$ cat src/rtl/truth_table_pkg.sv
// truth_table_pkg: shared constants and helpers for the truth-table scanner.
// Holds the FSM state encoding and the table-size helper used to size the
// minterm mask port and the ones counter.
package truth_table_pkg;

  // FSM state encoding (kept as plain constants for legacy tool flows)
  localparam logic [1:0] ST_IDLE = 2'd0;
  localparam logic [1:0] ST_RUN  = 2'd1;
  localparam logic [1:0] ST_DONE = 2'd2;

  // Smallest and largest supported number of function inputs
  localparam int N_IN_MIN = 32'sd1;
  localparam int N_IN_MAX = 32'sd8;

  // Number of rows in the truth table of an n-input function
  function automatic int tt_size(input int n);
    return 32'sd1 << n;
  endfunction

endpackage

$ cat src/rtl/minterm_counter.sv
// minterm_counter: row index generator for the truth-table scanner.
// Counts 0 .. 2**N_IN-1 and stops at the last row instead of wrapping, so the
// index can never alias back to row 0 inside a scan. 'last' flags the final
// row so the owner can end the scan on the advancing edge.
module minterm_counter
  import truth_table_pkg::*;
#(
  parameter int N_IN = 4
) (
  input  logic            clk,
  input  logic            reset,
  input  logic            clear,
  input  logic            advance,
  output logic [N_IN-1:0] idx,
  output logic            last
);

  logic [N_IN-1:0] count;

  // Row index register: clear has priority, advance stops at the final row
  always_ff @(posedge clk or posedge reset) begin
    if (reset) begin
      count <= '0;
    end else if (clear) begin
      count <= '0;
    end else if (advance && !last) begin
      count <= count + N_IN'(1);
    end else begin
      count <= count;
    end
  end

  // The final row is the all-ones index
  assign last = &count;
  assign idx  = count;

endmodule

$ cat src/rtl/truth_table_scanner.sv
// truth_table_scanner: streams the rows of an N_IN-input Boolean function.
// The function is given as a minterm mask (bit i = value of minterm i) and is
// latched together with the list-mode flag when a scan starts. Rows leave over
// a valid/ready handshake; in list mode the zero rows are skipped, one cycle
// each, so a scan always spends exactly 2**N_IN cycles in RUN plus stalls.
// Optional feature: define TT_ONES_COUNT_EN to add the ones_count port, a
// saturating count of transferred rows whose value is 1.
module truth_table_scanner
  import truth_table_pkg::*;
#(
  parameter int N_IN = 4
) (
  input  logic                     clk,
  input  logic                     reset,
  input  logic                     start,
  input  logic                     list_mode,
  input  logic [tt_size(N_IN)-1:0] mask,
  output logic                     out_valid,
  input  logic                     out_ready,
  output logic [N_IN-1:0]          out_index,
  output logic                     out_value,
  output logic                     busy,
  output logic                     done
`ifdef TT_ONES_COUNT_EN
  ,
  output logic [N_IN:0]            ones_count
`endif
);

  localparam int T = tt_size(N_IN);

  logic [1:0]      state;
  logic [1:0]      state_next;
  logic [T-1:0]    mask_q;
  logic            list_q;
  logic [N_IN-1:0] idx;
  logic            last;
  logic            in_run;
  logic            row_bit;
  logic            row_valid;
  logic            xfer;
  logic            advance;
  logic            clear;

  // Row decode. Everything here depends only on registered state, so the
  // only path from an input to an output is out_ready -> transfer -> state.
  assign in_run    = (state == ST_RUN);
  assign row_bit   = mask_q[idx];
  assign row_valid = in_run && (!list_q || row_bit);
  assign xfer      = row_valid && out_ready;
  // A held row waits for the consumer; a skipped zero row moves on at once
  assign advance   = in_run && (xfer || !row_valid);
  assign clear     = (state == ST_IDLE) && start;

  minterm_counter #(
    .N_IN(N_IN)
  ) u_counter (
    .clk    (clk),
    .reset  (reset),
    .clear  (clear),
    .advance(advance),
    .idx    (idx),
    .last   (last)
  );

  // Next-state logic: the advance past the final row ends the scan
  always_comb begin
    state_next = state;
    case (state)
      ST_IDLE: begin
        if (start) begin
          state_next = ST_RUN;
        end else begin
          state_next = ST_IDLE;
        end
      end
      ST_RUN: begin
        if (advance && last) begin
          state_next = ST_DONE;
        end else begin
          state_next = ST_RUN;
        end
      end
      ST_DONE: begin
        state_next = ST_IDLE;
      end
      default: begin
        state_next = ST_IDLE;
      end
    endcase
  end

  // FSM state register
  always_ff @(posedge clk or posedge reset) begin
    if (reset) begin
      state <= ST_IDLE;
    end else begin
      state <= state_next;
    end
  end

  // Function and mode latches: captured only when a scan is accepted
  always_ff @(posedge clk or posedge reset) begin
    if (reset) begin
      mask_q <= '0;
      list_q <= 1'b0;
    end else if (clear) begin
      mask_q <= mask;
      list_q <= list_mode;
    end else begin
      mask_q <= mask_q;
      list_q <= list_q;
    end
  end

  // Outputs are forced to zero outside RUN so no stale row is ever shown
  assign out_valid = row_valid;
  assign out_index = in_run ? idx : '0;
  assign out_value = in_run ? row_bit : 1'b0;
  assign busy      = (state == ST_RUN) || (state == ST_DONE);
  assign done      = (state == ST_DONE);

`ifdef TT_ONES_COUNT_EN
  localparam logic [N_IN:0] ONES_MAX = (N_IN+1)'(T);

  logic [N_IN:0] ones_q;

  // True-minterm counter: cleared per scan, held after DONE, saturates at T
  always_ff @(posedge clk or posedge reset) begin
    if (reset) begin
      ones_q <= '0;
    end else if (clear) begin
      ones_q <= '0;
    end else if (xfer && row_bit && (ones_q != ONES_MAX)) begin
      ones_q <= ones_q + (N_IN+1)'(1);
    end else begin
      ones_q <= ones_q;
    end
  end

  assign ones_count = ones_q;
`endif

endmodule
$ cat config.mk
export PLATFORM = sky130hd
export DESIGN_NAME = truth_table_scanner
export DESIGN_NICKNAME = d
export VERILOG_FILES = /design/src/rtl/truth_table_pkg.sv /design/src/rtl/minterm_counter.sv /design/src/rtl/truth_table_scanner.sv
export SDC_FILE = /design/constraint.sdc
export NUM_CORES = 1
export LEC_CHECK = 0
export ABC_AREA = 1
export BUFFER_PORTS_ARGS = -buffer_cell sky130_fd_sc_hd__buf_2
export CORE_MARGIN = 2
export CORE_UTILIZATION = 28
export DETAILED_ROUTE_END_ITERATION = 8
export PLACE_DENSITY = 0.59
export SLEW_MARGIN = 10
export SYNTH_ARGS = -nofsm -noshare
export SYNTH_HDL_FRONTEND = slang
export SYNTH_SLANG_ARGS = --single-unit
$ cat constraint.sdc
create_clock -name clk -period 2.8 [get_ports clk]
set_input_delay 0.7 -clock clk [delete_from_list [all_inputs] [get_ports clk]]
set_output_delay 0.7 -clock clk [all_outputs]
set_load 0.05 [all_outputs]
==> flow_summary_export.csv, run 1 <==
group,metric,value,unit
run_status,outcome,"completed",
global_routing,grt_max_degree,35,
drt,drtIter0Drc,45,
sta,drv_slew,0,
power,power,0.00173,W
sta,setup_tns,0,ns
synthesis,synth.lib_cells_used.distinct,24,
synthesis,synth_edf_count,0,
layout,final_cell_mix,"nand2_1, buf_2, dfrtp_1",
sta,finalHoldViolCount,0,
drt,routed_via_density,4.23,
drt,num_vias,1024,
worst_setup_path,crit_type,"flip-flop to primary output",
place,dp_hpwl,1.85,mm
worst_setup_path,cpMostUsedCell,"nand3_1",
sta,setup_violations,0,
run,maxCapViolCount,0,
clock_network,post-cts-setup-buffers,0,
clock_network,clkLatencyLatePin,0.26,ns
global_routing,antenna_found_initial,0,
synthesis,postSynthCellCount,165,
sta,fin_crit,2.63,ns
clock_network,cts_buffer_depth,2,
synthesis,async_flop_share,1.00,
global_routing,grt_pass1_wl,4.15,mm
clock_network,clkTransAtPathRegs,0.08,ns
clock_network,hold_buffers,0,
sta,finClkSkew,0.00182,ns
worst_setup_path,cp.required,2.10,ns
drt,drc,0,
power,leakage,0.819,nW
clock_network,ctsResizeCount,0,
floorplanning,ioPinCount,29,
synthesis,synth_area,1310,um^2
layout,finish.net_count,216,
clock_network,cts_tree,"yes",
power,peakVddDrop,0.507,mV
global_routing,grt_use_total,0.103,
worst_setup_path,slowest_delay,0.69,ns
floorplanning,row_count,24,
place,gp_congestion,0.854,
worst_hold_path,hold_path_class,"flip-flop to flip-flop",
drt,drt_wl_total,2.46,mm
layout,fillCellCount,479,
floorplanning,core,4410,um^2
layout,diodes,0,
drt,ant_nets,0,
worst_setup_path,start_kind,"flip-flop",
worst_setup_path,crit_chain,"inv_1 > nand2_1 > nand3_1 > nand3_1 > nand3_2 > a31oi_1 > buf_2",
place,dp.cells,238,
sta,rsz0062_at_grt,"no",
place,port_buffers,28,
sta,worst_pin_slew,0.867,ns
clock_network,root_buffer,"clkbuf_8",
clock_network,htreeDepth,1,
clock_network,cts_buffers,3,
floorplanning,die_w,72.3,um
global_routing,grt_pass1_vias,908,
sta,period_share,0.940,
layout,area_growth,15.2,%
synthesis,ys_warn_count,0,
global_routing,grt_overflow,0,
synthesis,ys_seq_elements,23,
synthesis,yosysSeqAreaShare,0.441,
layout,finalNonFillerCells,242,
worst_setup_path,critical_path.slowest_cell,"dfrtp_1",
worst_setup_path,end_kind,"primary output",
drt,wl_per_cell,10.2,um
floorplanning,die_h,72.3,um
layout,mostFrequentLayoutCell,"nand2_1",
floorplanning,die_area,5230,um^2
power,p_per_area,1150,nW/um^2
sta,slew_headroom,0.421,
floorplanning,start_util,0.296,
synthesis,syn_area_per_cell,7.92,um^2
drt,firstDrtPassIters,4,
clock_network,cts.sinks,23,
layout,drive_above_1_share,0.289,
synthesis,synth_top_flop_cell,"dfrtp_1",
synthesis,synth_fp_nets,190,
worst_setup_path,crit_arrival,1.93,ns
sta,max_freq,0.380,GHz
worst_setup_path,cp_max_fo,18,
-- through the flow --
step / worst slack [ns] / util / cell area (um^2) / hold WS (ns)
after floorplan: 0.278 / - / 1310 / 0.449
after global placement: 0.513 / 0.330 / 1460 / 0.471
after detailed placement: 0.466 / 0.330 / 1460 / 0.467
after CTS: 0.158 / 0.341 / 1510 / 0.491
after global routing: 0.00992 / 0.341 / 1510 / 0.517
final: 0.169 / 0.341 / 1510 / 0.482
-- registers in the layout, indices dropped and copies added, names as in the netlist --
register       flops
list_q             1
u_counter.idx      4
mask_q            16
state              2
-- synthesized netlist by cell type, types with 2 or more instances --
library cell	count	area, um^2
o21ai_1	13	65.1
nand2_1	54	203
nand2_2	4	25.0
inv_1	19	71.3
nor2_1	6	22.5
clkbuf_1	3	11.3
buf_2	2	10.0
nand3_1	10	50.1
clkinv_2	5	25.0
ha_1	4	50.1
dfrtp_1	23	576
o21ai_0	2	10.0
nand3_2	7	70.1
inv_2	3	11.3
-- kinds of logic after synthesis --
logic type | synth area share
fa+ha+maj | 0.0383
simple gates | 0.310
compound gates | 0.0747
flops | 0.441
xor+xnor | 0.0134
buf+inv | 0.123
-- layer usage --
| layer | track usage | part of all wire | routed length (um) | up-vias |
|---|---|---|---|---|
| met5 | 0 | 0 | 0 | - |
| met2 | 0.160 | 0.45 | 1120 | 22 |
| met1 | 0.140 | 0.48 | 1180 | 446 |
| met3 | 0.0347 | 0.055 | 136 | 2 |
| li1 | - | - | - | 554 |
| met4 | 0.0252 | 0.0077 | 19 | 0 |
-- final timing paths --
path	slack, ns	end	depth (start not counted)	start
worst max-delay path	0.17	out_valid	7	u_counter.idx[0]$_DFFE_PP0P_
worst min-delay path	0.48	mask_q[9]$_DFFE_PP0P_	2	mask_q[9]$_DFFE_PP0P_
worst max register to register	1.04	u_counter.idx[0]$_DFFE_PP0P_	11	u_counter.idx[0]$_DFFE_PP0P_
worst min register to register	0.48	mask_q[9]$_DFFE_PP0P_	2	mask_q[9]$_DFFE_PP0P_
max in group asynchronous	1.66	mask_q[10]$_DFFE_PP0P_	2	reset
min in group asynchronous	0.60	u_counter.idx[1]$_DFFE_PP0P_	2	reset
-- critical path: cells and delay by family (launching register included) --
kind / cells / cell delay (ns)
compound gates: 1 / 0.17
simple gates: 4 / 0.35
buf+inv: 2 / 0.44
flops: 1 / 0.69
-- where the power goes --
part / leakage (nW) / internal [W] / switching (W)
clock: 0.0255 / 0.0000993 / 0.000105
sequential: 0.283 / 0.000483 / 0.000129
combinational: 0.511 / 0.000302 / 0.000614
-- area by class of cell --
type	count	area [um^2]	area share
multi-input cells	108	571	0.379
clock buffers	3	41.3	0.0274
flip-flops and latches	23	576	0.382
clock inverters	1	5.00	0.00333
repair buffers	28	140	0.0931
inverters	27	108	0.0715
well taps	52	65.1	0.0432
No activity file was read; power rests on OpenSTA's default activity.
==> inputs of run 2 (changes only) <==
--- a/config.mk
+++ b/config.mk
@@ -7,11 +7,13 @@
 export LEC_CHECK = 0
 export ABC_AREA = 1
 export BUFFER_PORTS_ARGS = -buffer_cell sky130_fd_sc_hd__buf_2
+export CELL_PAD_IN_SITES_DETAIL_PLACEMENT = 0
+export CELL_PAD_IN_SITES_GLOBAL_PLACEMENT = 1
 export CORE_MARGIN = 2
 export CORE_UTILIZATION = 28
 export DETAILED_ROUTE_END_ITERATION = 8
-export PLACE_DENSITY = 0.59
-export SLEW_MARGIN = 10
+export PLACE_DENSITY = 0.72
+export SLEW_MARGIN = 20
 export SYNTH_ARGS = -nofsm -noshare
 export SYNTH_HDL_FRONTEND = slang
 export SYNTH_SLANG_ARGS = --single-unit
==> constraint.sdc (replaced) <==
create_clock -name clk -period 3.39 [get_ports clk]
set_input_delay 0.8475 -clock clk [delete_from_list [all_inputs] [get_ports clk]]
set_output_delay 0.8475 -clock clk [all_outputs]
set_load 0.05 [all_outputs]
==> run 2 against run 1 <==
  * Utilization is essentially flat
  * Sequential share of layout area hardly changed
  * Sequential cell count did not move
  * Largest cell class unchanged
  * Combinational power fell by 18%
  * Power decreased by 17%
  * Die area unchanged
==> flow_summary_export.csv, run 2 (same netlist as run 1, synthesis figures left out) <==
group,metric,value,unit
worst_setup_path,crit_arrival,1.95,ns
drt,firstDrtPassIters,3,
global_routing,grt_use_total,0.111,
global_routing,grt_overflow,0,
power,peakVddDrop,0.279,mV
clock_network,cts.sinks,23,
place,port_buffers,28,
clock_network,cts_buffers,3,
layout,regMostFlops,"mask_q",
clock_network,root_buffer,"clkbuf_8",
sta,worst_pin_slew,0.879,ns
sta,finalHoldViolCount,0,
worst_setup_path,end_kind,"primary output",
worst_setup_path,cp.required,2.54,ns
floorplanning,row_count,24,
place,placed_area,1460,um^2
layout,diodes,0,
layout,finalNonFillerCells,242,
drt,drt_wl_total,2.56,mm
clock_network,clkLatencyLatePin,0.26,ns
sta,fin_crit,2.80,ns
sta,period_share,0.826,
layout,finish.net_count,216,
layout,design_area,1500,um^2
worst_setup_path,cp_max_fo,18,
drt,routed_via_density,4.18,
layout,drive_above_1_share,0.284,
sta,finClkSkew,0.00556,ns
floorplanning,core,4410,um^2
global_routing,grt_pass1_vias,1009,
sta,rsz0062_at_grt,"no",
worst_hold_path,hold_path_class,"flip-flop to flip-flop",
drt,wl_per_cell,10.6,um
sta,drv_slew,0,
power,p_per_area,950,nW/um^2
sta,setup_violations,0,
layout,final_cell_mix,"nand2_1, buf_2, dfrtp_1",
clock_network,htreeDepth,1,
global_routing,antenna_found_initial,0,
drt,ant_nets,0,
worst_setup_path,timing.rr.start,"u_counter.idx[0]$_DFFE_PP0P_",
worst_hold_path,worstHoldStart,"mask_q[11]$_DFFE_PP0P_",
global_routing,grt_max_degree,35,
place,gp_congestion,0.743,
place,dp.cells,238,
run,maxCapViolCount,0,
layout,largest_register_ffs,16,
drt,drc,0,
power,leakage,0.816,nW
run_status,outcome,"completed",
worst_setup_path,crit_type,"flip-flop to primary output",
floorplanning,die_area,5230,um^2
worst_setup_path,start_kind,"flip-flop",
layout,area_growth,15.1,%
layout,fin_util,0.341,
clock_network,cts_tree,"yes",
sta,setup_tns,0,ns
global_routing,grt_pass1_wl,4.49,mm
floorplanning,die_h,72.3,um
floorplanning,ioPinCount,29,
sta,max_freq,0.357,GHz
clock_network,hold_buffers,0,
worst_setup_path,cp-startpoint,"u_counter.idx[0]$_DFFE_PP0P_",
floorplanning,die_w,72.3,um
place,dp_hpwl,1.94,mm
sta,slew_headroom,0.413,
clock_network,ctsResizeCount,0,
drt,drtIter0Drc,46,
floorplanning,start_util,0.296,
clock_network,cts_buffer_depth,2,
drt,num_vias,1011,
clock_network,clkTransAtPathRegs,0.08,ns
layout,mostFrequentLayoutCell,"nand2_1",
clock_network,post-cts-setup-buffers,0,
## run 2: cell count changes in the layout (fill, tap and decap cells not counted)
cell      delta
clkinv_2     -1
clkbuf_1     +1
## run 2: cell type report
type	count	area, um^2
clock buffers	4	45.0
flip-flops and latches	23	576
multi-input cells	108	571
inverters	27	108
well taps	52	65.1
fillers	492	2910
repair buffers	28	140
## run 2: critical path: stages, from the launching register on
cell and delay [ns]:
dfrtp_1 0.71, inv_1 0.17, nand2_1 0.12, nand3_2 0.06, nand3_2 0.08, nand3_2 0.10
a31oi_1 0.16, buf_2 0.28
## run 2: worst paths after layout
path | slack (ns) | depth (start not counted) | end
max | 0.59 | 7 | out_valid
min | 0.48 | 2 | mask_q[11]$_DFFE_PP0P_
max reg2reg | 1.59 | 11 | u_counter.idx[0]$_DFFE_PP0P_
min reg2reg | 0.48 | 2 | mask_q[11]$_DFFE_PP0P_
max in group asynchronous | 2.09 | 2 | mask_q[2]$_DFFE_PP0P_
min in group asynchronous | 0.76 | 2 | u_counter.idx[1]$_DFFE_PP0P_
## run 2: metrics by stage
stage | worst slack, ns | power [W] | hold slack (ns)
4_1_cts | 0.617 | 0.00145 | 0.490
2_1_floorplan | 0.721 | 0.00117 | 0.449
3_3_place_gp | 0.940 | 0.00128 | 0.472
5_1_grt | 0.389 | 0.00157 | 0.520
3_5_place_dp | 0.920 | 0.00128 | 0.470
6_report | 0.590 | 0.00143 | 0.483
## run 2: report_power, final
| group | switching [W] | internal [W] |
|---|---|---|
| registers | 0.000109 | 0.000399 |
| clock network | 0.0000839 | 0.0000838 |
| logic | 0.000504 | 0.000249 |
## run 2: routing by layer
metal  GRT usage  wire length [um]  vias to the layer above
met3      0.0181               101                        4
met4      0.0503                46                        0
met1       0.144              1210                      433
li1            -                 -                      554
met2       0.180              1210                       20
met5           0                 0                        -
==> inputs of run 3 (changes only) <==
==> constraint.sdc (replaced) <==
create_clock -name clk -period 2.62 [get_ports clk]
set_input_delay 0.655 -clock clk [delete_from_list [all_inputs] [get_ports clk]]
set_output_delay 0.655 -clock clk [all_outputs]
set_load 0.05 [all_outputs]
==> run 3 against run 2 <==
  * Via count increased by 2.5%
  * Power increased by 31%
  * Die area unchanged
  * Sequential share of layout area decreased by 0.42 points
  * Register-to-register slack got worse by 0.53 ns
==> flow_summary_export.csv, run 3 (same netlist as run 1, synthesis figures left out) <==
group,metric,value,unit
worst_setup_path,end_kind,"primary output",
drt,ant_nets,0,
floorplanning,core,4410,um^2
sta,slew_headroom,0.647,
worst_setup_path,cp_max_fo,18,
worst_setup_path,crit_type,"flip-flop to primary output",
layout,regArea,577,um^2
layout,diodes,0,
clock_network,root_buffer,"clkbuf_8",
worst_hold_path,hold_path_class,"input pin to asynchronous set/reset pin",
layout,finalNonFillerCells,244,
global_routing,antenna_found_initial,0,
floorplanning,die_w,72.3,um
worst_setup_path,crit_arrival,1.75,ns
global_routing,grt_overflow,0,
sta,fin_crit,2.41,ns
clock_network,cts_buffers,3,
sta,worst_hold_slack,0.405,ns
global_routing,grt_pass1_wl,4.46,mm
sta,worst_pin_slew,0.528,ns
clock_network,htreeDepth,1,
drt,drc,0,
place,port_buffers,28,
global_routing,grt_max_degree,35,
clock_network,cts.sinks,23,
worst_setup_path,cp.required,1.97,ns
clock_network,hold_buffers,0,
worst_setup_path,start_kind,"flip-flop",
floorplanning,die_area,5230,um^2
sta,finalHoldViolCount,0,
sta,finClkSkew,0.0112,ns
layout,multi_input_area,571,um^2
layout,fillCellCount,490,
layout,final_cell_mix,"nand2_1, buf_2, dfrtp_1",
sta,setup_violations,0,
place,dp.cells,240,
power,p_per_area,1230,nW/um^2
place,gp_congestion,0.754,
drt,drtIter0Drc,43,
floorplanning,start_util,0.296,
power,power,0.00187,W
clock_network,ctsResizeCount,0,
sta,setup_tns,0,ns
floorplanning,row_count,24,
sta,rsz0062_at_grt,"no",
worst_setup_path,critical_path.slowest_cell,"dfrtp_2",
drt,drt_wl_total,2.57,mm
drt,routed_via_density,4.25,
worst_setup_path,path_delay_family,"flip-flops",
power,peakVddDrop,0.295,mV
floorplanning,ioPinCount,29,
worst_setup_path,cpMostUsedCell,"nand3_2",
power,leakage,0.823,nW
sta,drv_slew,0,
run,maxCapViolCount,0,
global_routing,grt_pass1_vias,1001,
drt,firstDrtPassIters,3,
clock_network,post-cts-setup-buffers,0,
clock_network,clkLatencyLatePin,0.27,ns
clock_network,cts_buffer_depth,2,
worst_setup_path,crit_buf_inv,2,
sta,period_share,0.918,
clock_network,cts_tree,"yes",
run_status,outcome,"completed",
layout,regMostFlops,"mask_q",
layout,mostFrequentLayoutCell,"nand2_1",
place,dp_hpwl,1.94,mm
sta,max_freq,0.416,GHz
layout,largest_register_ffs,16,
layout,drive_above_1_share,0.302,
worst_setup_path,slowest_delay,0.56,ns
clock_network,clkTransAtPathRegs,0.10,ns
drt,num_vias,1036,
layout,area_growth,16.7,%
global_routing,grt_use_total,0.112,
floorplanning,die_h,72.3,um
worst_setup_path,crit_chain,"inv_1 > nand2_1 > nand3_2 > nand3_2 > nand3_2 > a31oi_1 > buf_2",
drt,wl_per_cell,10.5,um
layout,finish.net_count,218,
run 3: changes by cell type in the layout (fill, tap and decap cells not counted):
| cell | change |
|---|---|
| dfrtp_2 | +1 |
| clkinvlp_4 | +1 |
| buf_4 | +2 |
| clkbuf_1 | -1 |
| dfrtp_1 | -1 |
run 3: power breakdown:
group	total, W	internal [W]	switching (W)	leakage (nW)
Combinational	0.000976	0.000326	0.000650	0.520
Sequential	0.000657	0.000518	0.000139	0.282
Clock	0.000235	0.000108	0.000127	0.0217
run 3: metrics by stage:
stage               cell area, um^2   util  setup WS (ns)
global route                   1520  0.345         0.0517
finish                         1520  0.345          0.214
detailed placement             1470  0.334          0.329
global placement               1470  0.334          0.362
CTS                            1520  0.345         0.0174
floorplan                      1310      -          0.143
run 3: per-layer routing:
metal | global-route usage | share of wire
met2 | 0.183 | 0.47
met1 | 0.136 | 0.47
met4 | 0.0755 | 0.028
met3 | 0.0181 | 0.031
met5 | 0 | 0
run 3: final cells by class:
class / count / area share
Tap cell: 52 / 0.0427
Clock buffer: 3 / 0.0271
Clock inverter: 1 / 0.00493
Multi-Input combinational cell: 108 / 0.374
Inverter: 27 / 0.0706
Sequential cell: 23 / 0.378
Timing Repair Buffer: 30 / 0.102
run 3: tightest hold or removal path, cell delays in order:
cell	delay, ns
buf_2	0.09
inv_1	0.04
buf_4	0.29
run 3: path summary, 6_finish.rpt:
kind	startpoint	end	slack [ns]	cells past startpoint
setup / recovery	u_counter.idx[0]$_DFFE_PP0P_	out_valid	0.21	7
hold / removal	reset	mask_q[5]$_DFFE_PP0P_	0.41	3
min in group clk	mask_q[11]$_DFFE_PP0P_	mask_q[11]$_DFFE_PP0P_	0.48	2
hold reg to reg	mask_q[11]$_DFFE_PP0P_	mask_q[11]$_DFFE_PP0P_	0.48	2
setup reg to reg	u_counter.idx[0]$_DFFE_PP0P_	u_counter.idx[2]$_DFFE_PP0P_	1.06	11
max in group asynchronous	reset	u_counter.idx[0]$_DFFE_PP0P_	1.96	3
